**src/rtl/jive_uart_dbg_if.sv**
```systemverilog
// jive_uart_dbg_if: JiVe peripheral bus as seen from one initiator.
// master drives the access, slave answers with dtack/rdata.
interface jive_uart_dbg_if;
  logic        csel;
  logic        rden;
  logic        wren;
  logic [3:0]  bena;
  logic [31:0] addr;
  logic [31:0] wdata;
  logic [31:0] rdata;
  logic        dtack;

  modport master (
    output csel, rden, wren, bena, addr, wdata,
    input  rdata, dtack
  );

  modport slave (
    input  csel, rden, wren, bena, addr, wdata,
    output rdata, dtack
  );
endinterface

```
**src/rtl/jive_uart_dbg.sv**
```systemverilog
// jive_uart_dbg: 8N1 command frames in, one 32-bit JiVe access out,
// status byte (plus read data) returned on the serial line.
module jive_uart_dbg #(
  parameter int BAUD_RATE = 2500,
  parameter int TIMEOUT   = 1023
) (
  input  logic clk,
  input  logic rst_n,
  input  logic uart_rxd,
  output logic uart_txd,
  output logic busy,
  jive_uart_dbg_if.master bus
);

  localparam logic [11:0] L_BIT  = 12'(BAUD_RATE - 1);
  localparam logic [11:0] L_HALF = 12'(BAUD_RATE / 2 - 1);
  localparam logic [15:0] L_TO   = 16'(TIMEOUT - 1);

  typedef enum logic [1:0] {
    R_IDLE, R_START, R_DATA, R_STOP
  } rx_st_t;

  typedef enum logic [2:0] {
    P_IDLE, P_ADDR, P_DATA, P_BUS, P_RESP
  } p_st_t;

  rx_st_t r_rx_st;
  rx_st_t w_rx_nxt;
  p_st_t  r_p_st;
  p_st_t  w_p_nxt;

  logic [2:0]  r_sync;
  logic        r_rx_d;
  logic [11:0] r_rx_cnt;
  logic [2:0]  r_rx_bit;
  logic [7:0]  r_rx_sh;

  logic        w_rx_in;
  logic        w_fall;
  logic        w_rx_tick;
  logic        w_byte_ok;
  logic        w_frm_err;

  logic        r_is_wr;
  logic [3:0]  r_cmd_bena;
  logic [1:0]  r_byte_cnt;
  logic [31:0] r_addr;
  logic [31:0] r_wdata;
  logic        r_csel;
  logic        r_rden;
  logic        r_wren;
  logic [3:0]  r_bena;
  logic [15:0] r_to_cnt;
  logic [31:0] r_resp;
  logic [9:0]  r_tx_frame;
  logic [11:0] r_tx_cnt;
  logic [3:0]  r_tx_bit;
  logic [2:0]  r_tx_left;
  logic        r_busy;

  logic        w_op_wr;
  logic        w_op_rd;
  logic        w_bena_nz;
  logic        w_cmd_ok;
  logic        w_last;
  logic        w_go;
  logic        w_bus_done;
  logic        w_rd_ok;
  logic        w_tx_end;
  logic [7:0]  w_status;

  assign w_rx_in   = r_sync[2];
  assign w_fall    = r_rx_d & ~w_rx_in;
  assign w_rx_tick = (r_rx_cnt == 12'd0);
  assign w_byte_ok = (r_rx_st == R_STOP) & w_rx_tick & w_rx_in;
  assign w_frm_err = (r_rx_st == R_STOP) & w_rx_tick & ~w_rx_in;

  always_ff @(posedge clk or negedge rst_n) begin
    if (!rst_n) r_rx_st <= R_IDLE;
    else        r_rx_st <= w_rx_nxt;
  end

  always_comb begin
    w_rx_nxt = r_rx_st;
    unique case (r_rx_st)
      R_IDLE:  if (w_fall) w_rx_nxt = R_START;
      R_START: if (w_rx_tick)
                 w_rx_nxt = w_rx_in ? R_IDLE : R_DATA;
      R_DATA:  if (w_rx_tick && r_rx_bit == 3'd7)
                 w_rx_nxt = R_STOP;
      R_STOP:  if (w_rx_tick) w_rx_nxt = R_IDLE;
      default: w_rx_nxt = R_IDLE;
    endcase
  end

  always_ff @(posedge clk or negedge rst_n) begin
    if (!rst_n) begin
      r_sync   <= 3'b111;
      r_rx_d   <= 1'b1;
      r_rx_cnt <= 12'd0;
      r_rx_bit <= 3'd0;
      r_rx_sh  <= 8'd0;
    end else begin
      r_sync <= {r_sync[1:0], uart_rxd};
      r_rx_d <= w_rx_in;
      if (r_rx_st == R_IDLE) begin
        if (w_fall) r_rx_cnt <= L_HALF;
      end else if (w_rx_tick) begin
        r_rx_cnt <= L_BIT;
        if (r_rx_st == R_DATA) begin
          r_rx_sh  <= {w_rx_in, r_rx_sh[7:1]};
          r_rx_bit <= r_rx_bit + 3'd1;
        end else begin
          r_rx_bit <= 3'd0;
        end
      end else begin
        r_rx_cnt <= r_rx_cnt - 12'd1;
      end
    end
  end

  assign w_op_wr   = (r_rx_sh[7:6] == 2'b10);
  assign w_op_rd   = (r_rx_sh[7:6] == 2'b01);
  assign w_bena_nz = |r_rx_sh[3:0];

  always_comb begin
    w_cmd_ok = 1'b0;
    unique case (1'b1)
      w_op_wr: w_cmd_ok = w_bena_nz;
      w_op_rd: w_cmd_ok = w_bena_nz;
      default: w_cmd_ok = 1'b0;
    endcase
  end

  assign w_last     = (r_byte_cnt == 2'd3);
  // dtack in the final timeout cycle still wins over the abort
  assign w_bus_done = (r_p_st == P_BUS) &
                      (bus.dtack | (r_to_cnt == L_TO));
  assign w_rd_ok    = bus.dtack & ~r_is_wr;
  assign w_status   = bus.dtack ? 8'h4B : 8'h45;
  assign w_tx_end   = (r_p_st == P_RESP) &
                      (r_tx_cnt == 12'd0) &
                      (r_tx_bit == 4'd9) &
                      (r_tx_left == 3'd0);

  always_ff @(posedge clk or negedge rst_n) begin
    if (!rst_n) r_p_st <= P_IDLE;
    else        r_p_st <= w_p_nxt;
  end

  always_comb begin
    w_p_nxt = r_p_st;
    unique case (r_p_st)
      P_IDLE: if (w_byte_ok && w_cmd_ok) w_p_nxt = P_ADDR;
      P_ADDR: begin
        if (w_frm_err)
          w_p_nxt = P_IDLE;
        else if (w_byte_ok && w_last)
          w_p_nxt = r_is_wr ? P_DATA : P_BUS;
      end
      P_DATA: begin
        if (w_frm_err)
          w_p_nxt = P_IDLE;
        else if (w_byte_ok && w_last)
          w_p_nxt = P_BUS;
      end
      P_BUS:  if (w_bus_done) w_p_nxt = P_RESP;
      P_RESP: if (w_tx_end) w_p_nxt = P_IDLE;
      default: w_p_nxt = P_IDLE;
    endcase
  end

  assign w_go = (r_p_st != P_BUS) & (w_p_nxt == P_BUS);

  always_ff @(posedge clk or negedge rst_n) begin
    if (!rst_n) begin
      r_is_wr    <= 1'b0;
      r_cmd_bena <= 4'd0;
      r_byte_cnt <= 2'd0;
      r_addr     <= 32'd0;
      r_wdata    <= 32'd0;
      r_csel     <= 1'b0;
      r_rden     <= 1'b0;
      r_wren     <= 1'b0;
      r_bena     <= 4'd0;
      r_to_cnt   <= 16'd0;
      r_resp     <= 32'd0;
      r_tx_frame <= 10'h3FF;
      r_tx_cnt   <= 12'd0;
      r_tx_bit   <= 4'd0;
      r_tx_left  <= 3'd0;
      r_busy     <= 1'b0;
    end else begin
      r_busy <= (w_p_nxt != P_IDLE);
      if (r_p_st == P_IDLE && w_p_nxt == P_ADDR) begin
        r_is_wr    <= r_rx_sh[7];
        r_cmd_bena <= r_rx_sh[3:0];
        r_byte_cnt <= 2'd0;
      end
      if (w_byte_ok && r_p_st == P_ADDR) begin
        r_addr     <= {r_addr[23:0], r_rx_sh};
        r_byte_cnt <= r_byte_cnt + 2'd1;
      end
      if (w_byte_ok && r_p_st == P_DATA) begin
        r_wdata    <= {r_wdata[23:0], r_rx_sh};
        r_byte_cnt <= r_byte_cnt + 2'd1;
      end
      if (w_go) begin
        r_csel   <= 1'b1;
        r_rden   <= ~r_is_wr;
        r_wren   <= r_is_wr;
        r_bena   <= r_cmd_bena;
        r_to_cnt <= 16'd0;
      end
      if (r_p_st == P_BUS) begin
        if (w_bus_done) begin
          r_csel     <= 1'b0;
          r_rden     <= 1'b0;
          r_wren     <= 1'b0;
          r_bena     <= 4'd0;
          r_tx_frame <= {1'b1, w_status, 1'b0};
          r_tx_cnt   <= L_BIT;
          r_tx_bit   <= 4'd0;
          r_tx_left  <= w_rd_ok ? 3'd4 : 3'd0;
          if (w_rd_ok) r_resp <= bus.rdata;
        end else begin
          r_to_cnt <= r_to_cnt + 16'd1;
        end
      end
      // next byte is loaded as its start bit, so frames run gap-free
      if (r_p_st == P_RESP) begin
        if (r_tx_cnt != 12'd0) begin
          r_tx_cnt <= r_tx_cnt - 12'd1;
        end else begin
          r_tx_cnt <= L_BIT;
          if (r_tx_bit == 4'd9) begin
            if (r_tx_left != 3'd0) begin
              r_tx_frame <= {1'b1, r_resp[31:24], 1'b0};
              r_resp     <= {r_resp[23:0], 8'h00};
              r_tx_left  <= r_tx_left - 3'd1;
              r_tx_bit   <= 4'd0;
            end
          end else begin
            r_tx_frame <= {1'b1, r_tx_frame[9:1]};
            r_tx_bit   <= r_tx_bit + 4'd1;
          end
        end
      end
    end
  end

  assign uart_txd  = r_tx_frame[0];
  assign busy      = r_busy;
  assign bus.csel  = r_csel;
  assign bus.rden  = r_rden;
  assign bus.wren  = r_wren;
  assign bus.bena  = r_bena;
  assign bus.addr  = r_addr;
  assign bus.wdata = r_wdata;

endmodule

```
**src/flat_wrapper.sv**
```systemverilog
// flat-port wrapper written by rule: the top's interface ports become plain ports
module jive_uart_dbg_flat 
#(
  parameter int BAUD_RATE = 2500,
  parameter int TIMEOUT   = 1023
)
  (clk, rst_n, uart_rxd, uart_txd, busy, bus_csel, bus_rden, bus_wren, bus_bena, bus_addr, bus_wdata, bus_rdata, bus_dtack);
  jive_uart_dbg_if bus_i ();
  input  logic clk;
  input  logic rst_n;
  input  logic uart_rxd;
  output logic uart_txd;
  output logic busy;
  output wire logic [$bits(bus_i.csel)-1:0] bus_csel;
  output wire logic [$bits(bus_i.rden)-1:0] bus_rden;
  output wire logic [$bits(bus_i.wren)-1:0] bus_wren;
  output wire logic [$bits(bus_i.bena)-1:0] bus_bena;
  output wire logic [$bits(bus_i.addr)-1:0] bus_addr;
  output wire logic [$bits(bus_i.wdata)-1:0] bus_wdata;
  input wire logic [$bits(bus_i.rdata)-1:0] bus_rdata;
  input wire logic [$bits(bus_i.dtack)-1:0] bus_dtack;
  assign bus_csel = bus_i.csel;
  assign bus_rden = bus_i.rden;
  assign bus_wren = bus_i.wren;
  assign bus_bena = bus_i.bena;
  assign bus_addr = bus_i.addr;
  assign bus_wdata = bus_i.wdata;
  assign bus_i.rdata = bus_rdata;
  assign bus_i.dtack = bus_dtack;
  jive_uart_dbg #(.BAUD_RATE(BAUD_RATE), .TIMEOUT(TIMEOUT)) u_core (.clk(clk), .rst_n(rst_n), .uart_rxd(uart_rxd), .uart_txd(uart_txd), .busy(busy), .bus(bus_i));
endmodule
```
**config.mk**
```make
export PLATFORM = sky130hd
export DESIGN_NAME = jive_uart_dbg_flat
export DESIGN_NICKNAME = d
export VERILOG_FILES = /design/src/rtl/jive_uart_dbg_if.sv /design/src/rtl/jive_uart_dbg.sv /design/src/flat_wrapper.sv
export SDC_FILE = /design/constraint.sdc
export NUM_CORES = 1
export LEC_CHECK = 0
export BUFFER_PORTS_ARGS = -buffer_cell sky130_fd_sc_hd__buf_2
export CORE_MARGIN = 1.5
export CORE_UTILIZATION = 58
export DETAILED_ROUTE_END_ITERATION = 10
export HOLD_SLACK_MARGIN = 0.15
export PLACE_DENSITY = 0.78
export SKIP_CTS_REPAIR_TIMING = 1
export SYNTH_ARGS = -nofsm -noshare
export SYNTH_HDL_FRONTEND = slang
export SYNTH_SLANG_ARGS = --single-unit
```
**constraint.sdc**
```tcl
create_clock -name clk -period 4.03 [get_ports clk]
set_input_delay 0.6045 -clock clk [delete_from_list [all_inputs] [get_ports clk]]
set_output_delay 0.6045 -clock clk [all_outputs]
set_load 0.01 [all_outputs]
```
After elaboration in Yosys (flattened, before gate mapping)
Cells that the tools add are included.
{"block": "op_classes", "n_addsub": 7, "bitwise_logic": 14, "n_eq_ne": 20, "reduce_logical": 23, "mux": 69}
{"cell": "$mux W32", "n": 7}
{"cell": "$mux W12", "n": 7}
{"cell": "$mux W10", "n": 6}
{"cell": "$mux W16", "n": 3}
{"cell": "$mux W3", "n": 15}
{"cell": "$mux W4", "n": 10}
{"cell": "$logic_not A12 Y1", "n": 2}
{"cell": "$sub A12 B1 Y12 const B", "n": 2}
{"cell": "$add A16 B1 Y16 const B", "n": 1}
{"cell": "$eq A16 B10 Y1 const B", "n": 1}
{"cell": "$mux W2", "n": 8}
{"cell": "$pmux W3 S5", "n": 1}
{"cell": "$reduce_bool A12 Y1", "n": 1}
{"cell": "$mux W1", "n": 11}
{"cell": "$and A1 B1 Y1", "n": 10}
{"cell": "$eq A3 B2 Y1 const B", "n": 3}
{"cell": "$reduce_bool A3 Y1", "n": 3}
{"cell": "$eq A2 B2 Y1 const B", "n": 4}
{"cell": "$ne A2 B1 Y1 const B", "n": 4}
{"cell": "$pmux W2 S4", "n": 1}
{"cell": "$eq A3 B1 Y1 const B", "n": 2}
{"cell": "$eq A3 B3 Y1 const B", "n": 2}
{"cell": "$logic_and A1 B1 Y1", "n": 6}
{"cell": "$logic_not A3 Y1", "n": 2}
{"cell": "16 further kinds", "n": 21}
{"block": "totals", "out_inout_bits": 73, "regBits": 188}

Logic depth before layout (Yosys ltp)
{"block": "depth", "word_depth": 12, "ltp_mapped": 10, "mapped_depth_nobuf": 7}

Worst setup path before layout
OpenSTA, ideal clock, no wires.
{"block": "synth_timing", "kind": "register to register", "startpoint": "reg u_core.r_rx_cnt[0]", "endpoint": "reg u_core.r_bena[0], in the netlist u_core.bus.bena[0]", "arrival_ns": 3.175, "setup_ns": 0.079, "stages_incl_launch_ff": 11, "t_required_ns": 3.951, "setup_slack_ns": 0.775, "cell_sequence": "dfrtp_1 inv_1 ha_1 or4b_2 or4_1 buf_2 or4_1 buf_2 a311oi_4 buf_6 mux2i_1"}
{"block": "synth_via", "elab_chain_cells": 12, "word_cells_on_any_way": 17, "classes_between": "eq/ne: 1; mux: 9; bitwise: 4; reduce/logical: 3"}
{"item": "start, declared", "line_no": "jive_uart_dbg.sv:34", "source": "logic [11:0] r_rx_cnt;"}
{"item": "start signal, assigned", "line_no": "jive_uart_dbg.sv:117", "source": "r_rx_cnt <= r_rx_cnt - 12'd1;"}
{"item": "$logic_not A12 Y1 (*)", "line_no": "jive_uart_dbg.sv:74", "source": "assign w_rx_tick = (r_rx_cnt == 12'd0);"}
{"item": "$and A1 B1 Y1 (*)", "line_no": "jive_uart_dbg.sv:75, jive_uart_dbg.sv:76"}
{"item": "$and A1 B1 Y1", "line_no": "jive_uart_dbg.sv:75", "source": "assign w_byte_ok = (r_rx_st == R_STOP) & w_rx_tick & w_rx_in;"}
{"item": "$logic_and A1 B1 Y1", "line_no": "jive_uart_dbg.sv:158, jive_uart_dbg.sv:164"}
{"item": "$mux W3, on equally long branches", "line_no": "jive_uart_dbg.sv:164, jive_uart_dbg.sv:158"}
{"item": "$mux W3, on equally long branches", "line_no": "jive_uart_dbg.sv:162, jive_uart_dbg.sv:156"}
{"item": "$pmux W3 S5 (*)", "line_no": "jive_uart_dbg.sv:153", "source": "unique case (r_p_st)"}
{"item": "$eq A3 B2 Y1 (*)", "line_no": "jive_uart_dbg.sv:173", "source": "assign w_go = (r_p_st != P_BUS) & (w_p_nxt == P_BUS);"}
{"item": "$and A1 B1 Y1 (*)", "line_no": "jive_uart_dbg.sv:173"}
{"item": "$mux W4 (*)", "line_no": "jive_uart_dbg.sv:208", "source": "if (w_go) begin"}
{"item": "$mux W4", "line_no": "jive_uart_dbg.sv:216", "source": "if (w_bus_done) begin"}
{"item": "$mux W4 (*)", "line_no": "jive_uart_dbg.sv:215", "source": "if (r_p_st == P_BUS) begin"}
{"item": "end signal, assigned", "line_no": "jive_uart_dbg.sv:212", "source": "r_bena <= r_cmd_bena;"}
{"item": "end, declared", "line_no": "jive_uart_dbg.sv:52", "source": "logic [3:0] r_bena;"}
Every way passes the cells marked *; elsewhere a longest branch is shown, timed or not.
A chain may end at the register's enable or synchronous reset.

Worst setup path after layout
{"block": "layout_timing", "startpoint": "reg u_core.r_rx_cnt[0]", "endpoint": "reg u_core.r_bena[3], in the netlist u_core.bus.bena[3]"}
The elaborated chain is that of the path after synthesis.

==> impl_results.md <==
- CP dominant cell by count: or4_1
- CP Data Required Time: ~4.4 ns
- Final worst path period share: 0.863
- Total Negative Setup Slacks: 0 ns
- Reg2Reg Depth: 8
- Min Hold Slack: approximately 0.25 ns
- Reg2reg setup slack: 0.55 ns
- Post-synthesis sequential area ratio: 0.563
- Die Span X: approximately 120 microns
- Routed len/inst: between 15 and 20 microns
- Total CTS buffers: 17
- Placed Cells: approximately 1.1k
- R2r startpoint: u_core.r_rx_cnt[0]
- P_int: ~0.003 W
- R2R Path End: u_core.bus.bena[3]
- Max-cap violations: 0
- Routed via count: ~6.5k
- Sequential power share: 0.498
- Startpoint Class: flop
- Worst Skew: roughly 0.0088 ns
- Crit path launch: u_core.r_rx_cnt[0]
- Total GRT Usage: 0.251
- RSZ-0062 raised after global routing: false
- Worst VDD drop: 0.385 mV
- Tmin final: roughly 3.5 ns
- Post-synthesis net count: around 900
- Switching power total: between 0.0009 and 0.001 W
- Cell chosen for the clock root: clkbuf_16
- IO buf count: 108
- Clk network pwr share: 0.440
- CP Class: reg2reg
- Clock buffer depth: 2
- CTS clock-pin slew for the worst setup and hold paths: roughly 0.07 ns
- Area grow syn2layout: 15.8%
- Placer Congestion: approximately 0.84
- Setup violations, final: 0
- Tot Pwr: between 0.004 and 0.005 W
- Post-Syn Instances: around 850
- Critical path's largest stage delay: about 0.75 ns
- First-pass GRT wire length: around 30000 microns
- Iteration-0 DRC Markers: approximately 560
- Vias per std cell: about 5.7
- Non-filler cells, final: 1134
- Slew Viols, Final: 0
- Global route overflow: 0
- Diode count: 0
- Initial antenna violation count: 0
- H-tree depth: 4
- CORE AREA: 14000 sq um
- Post-synth EDFFs: 0
- Synth Flop Type: dfrtp_1
- Biggest fanout along the worst timing path: 23
- Worst EP arrival: ~3.8 ns
- CP max-delay cell: or4_1
- CTS tree: yes
- Synthesis warning total: 0
- Clk Latency, worst-skew pair: 0.43 ns
- Die Y: 123 microns
- Estimated wirelength of the detail-placed design: 11300 microns
- Vias in the first global route: ~6k
- Post-DRT Antenna Nets: 0
- Hold Fails Final Rpt: 0
- Setup crit end kind: flop
- Outcome: complete, no violations
- Nets: between 900 and 1k
- Crit path cell chain: inv_1 > ha_1 > or4b_2 > or4_1 > or4_1 > a311oi_4 > buf_4 > mux2i_1
- Worst Setup EP: u_core.bus.bena[3]
- Worst-margin pin slew: approximately 1.0 ns
- Synthesized cell area: around 8400 sq um
- FMAX: 288 MHz
- Largest net degree at the start of global routing: 110
- Initial core utilization: 0.599
- Share of cells above drive strength 1: 0.241
- Clk sinks: about 190
- First-pass detailed-route iteration total: 5
- Full die area: between 15000 and 20000 sq um
- #FFs+latches synth: 188
- Cell Rows: 43
- Power per cell area: around 410 nW/um^2
- Total wire length: 17500 microns
- IO Pins: ~110
- Ys async rst share: 1.00
- Gate power share: 0.062
- Avg Cell Area, Syn: about 9.9 sq um
- Synth unique cells: 54
- Slew margin rel.: 0.334
- Leak pwr: between 4 and 5 nW
- Switching part of the total: 0.246
- Hold WC Path Type: in2async
- DRC: 0
- Utilization after layout: 0.694
## area by class of cell
type                       count  area [sq um]
clock buffer                  17           425
clock inverter                15           199
fill                        1042          4280
inverter                      20          75.1
multi-input combinational    591          3400
sequential                   188          4720
tap                          180           225
timing repair buffer         123           662
## flip-flops by register name, indices dropped and copies added (netlist names), 8 cells and up, named ones only
name / count
u_core.r_tx_frame: 10
u_core.bus.wdata: 32
u_core.bus.addr: 32
u_core.r_rx_cnt: 12
u_core.r_tx_cnt: 12
u_core.r_rx_sh: 8
u_core.r_to_cnt: 16
u_core.r_resp: 32
## critical path, delay by kind of cell, from the launching register on
| family | cells | cell delay, ns |
|---|---|---|
| and+or+nand+nor | 3 | 1.85 |
| buffers and inverters | 2 | 0.42 |
| DFF | 1 | 0.41 |
| AOI/OAI and AO/OA | 1 | 0.31 |
| muxes | 1 | 0.23 |
| adders and majority gates | 1 | 0.16 |
## how the worst min path moves through the flow
| stage | endpoint | slack (ns) | cells after the start |
|---|---|---|---|
| 2_1_floorplan | async pin | 0.31 | 0 |
| 3_3_place_gp | u_core.r_sync[2] | 0.35 | 0 |
| 3_5_place_dp | u_core.r_sync[2] | 0.35 | 0 |
| 4_1_cts | u_core.r_sync[0] | 0.26 | 1 |
| 5_1_grt | u_core.r_sync[0] | 0.25 | 1 |
| 6_report | u_core.bus.wdata[29] | 0.25 | 1 |
## metrics by stage
stage	setup slack, ns	cell area, sq um
after detailed placement	0.643	9080
final	0.554	9710
after global routing	0.392	9710
after floorplan	0.775	8380
after CTS	0.574	9710
after global placement	0.695	9080
## synth_stat cells (7+ instances only)
cell type  number  area share
ha_1           13       0.019
mux2_2         47       0.063
a31oi_1        26       0.019
nor3_1         12      0.0072
a21oi_1        32       0.019
nor2_1         46       0.021
or3_1          22       0.016
mux2i_1         8      0.0096
nand4_1         8      0.0060
clkbuf_1       42       0.019
nand3_1        14      0.0084
dfstp_2        14       0.044
or4_1           7      0.0063
nand2_1       216       0.097
inv_1          20      0.0090
o21ai_0        60       0.036
dfrtp_1       174        0.52
## power by group through the flow
stage / combinational (W) / sequential (W) / clock, W
after global placement: 0.000237 / 0.00203 / 0
after CTS: 0.000249 / 0.00200 / 0.00181
after global routing: 0.000289 / 0.00201 / 0.00188
after detailed placement: 0.000242 / 0.00204 / 0
final: 0.000250 / 0.00201 / 0.00177
after floorplan: 0.000152 / 0.00202 / 0
## routing by layer
metal	vias to the layer above	routed length [microns]	global-route usage
met5	-	0	0
met4	0	241	0.0726
met3	18	874	0.0590
met2	194	8410	0.400
met1	3178	7950	0.348
li1	3122	-	-
## cells in the final DEF, fill, tap and decap left out, drive strengths merged, types with 4 or more instances in the layout
| master | count |
|---|---|
| buf | 122 |
| or4 | 7 |
| nand4 | 8 |
| nand3 | 14 |
| inv | 29 |
| mux2i | 8 |
| a31oi | 26 |
| or3 | 22 |
| o31ai | 4 |
| dfstp | 14 |
| or2 | 6 |
| a22oi | 6 |
| a21oi | 32 |
| o21ai | 62 |
| a22o | 4 |
| nor3 | 12 |
| dfrtp | 174 |
| mux2 | 47 |
| a21o | 4 |
| o41ai | 4 |
| ha | 13 |
| nand2b | 4 |
| nor2 | 46 |
| nor4 | 5 |
| clkbuf | 18 |
| nand2 | 216 |
## cell families after synthesis
kind of cell | after synthesis | share of synthesized area
AND/OR/NAND/NOR | 363 | 0.195
AO/OA/AOI/OAI | 157 | 0.115
XOR/XNOR | 3 | 0.00314
buffers and inverters | 67 | 0.0318
flip-flops | 188 | 0.563
adder cells (fa/ha/maj) | 13 | 0.0194
multiplexers | 55 | 0.0727
Note: power is estimated with default switching activity, not from simulation.
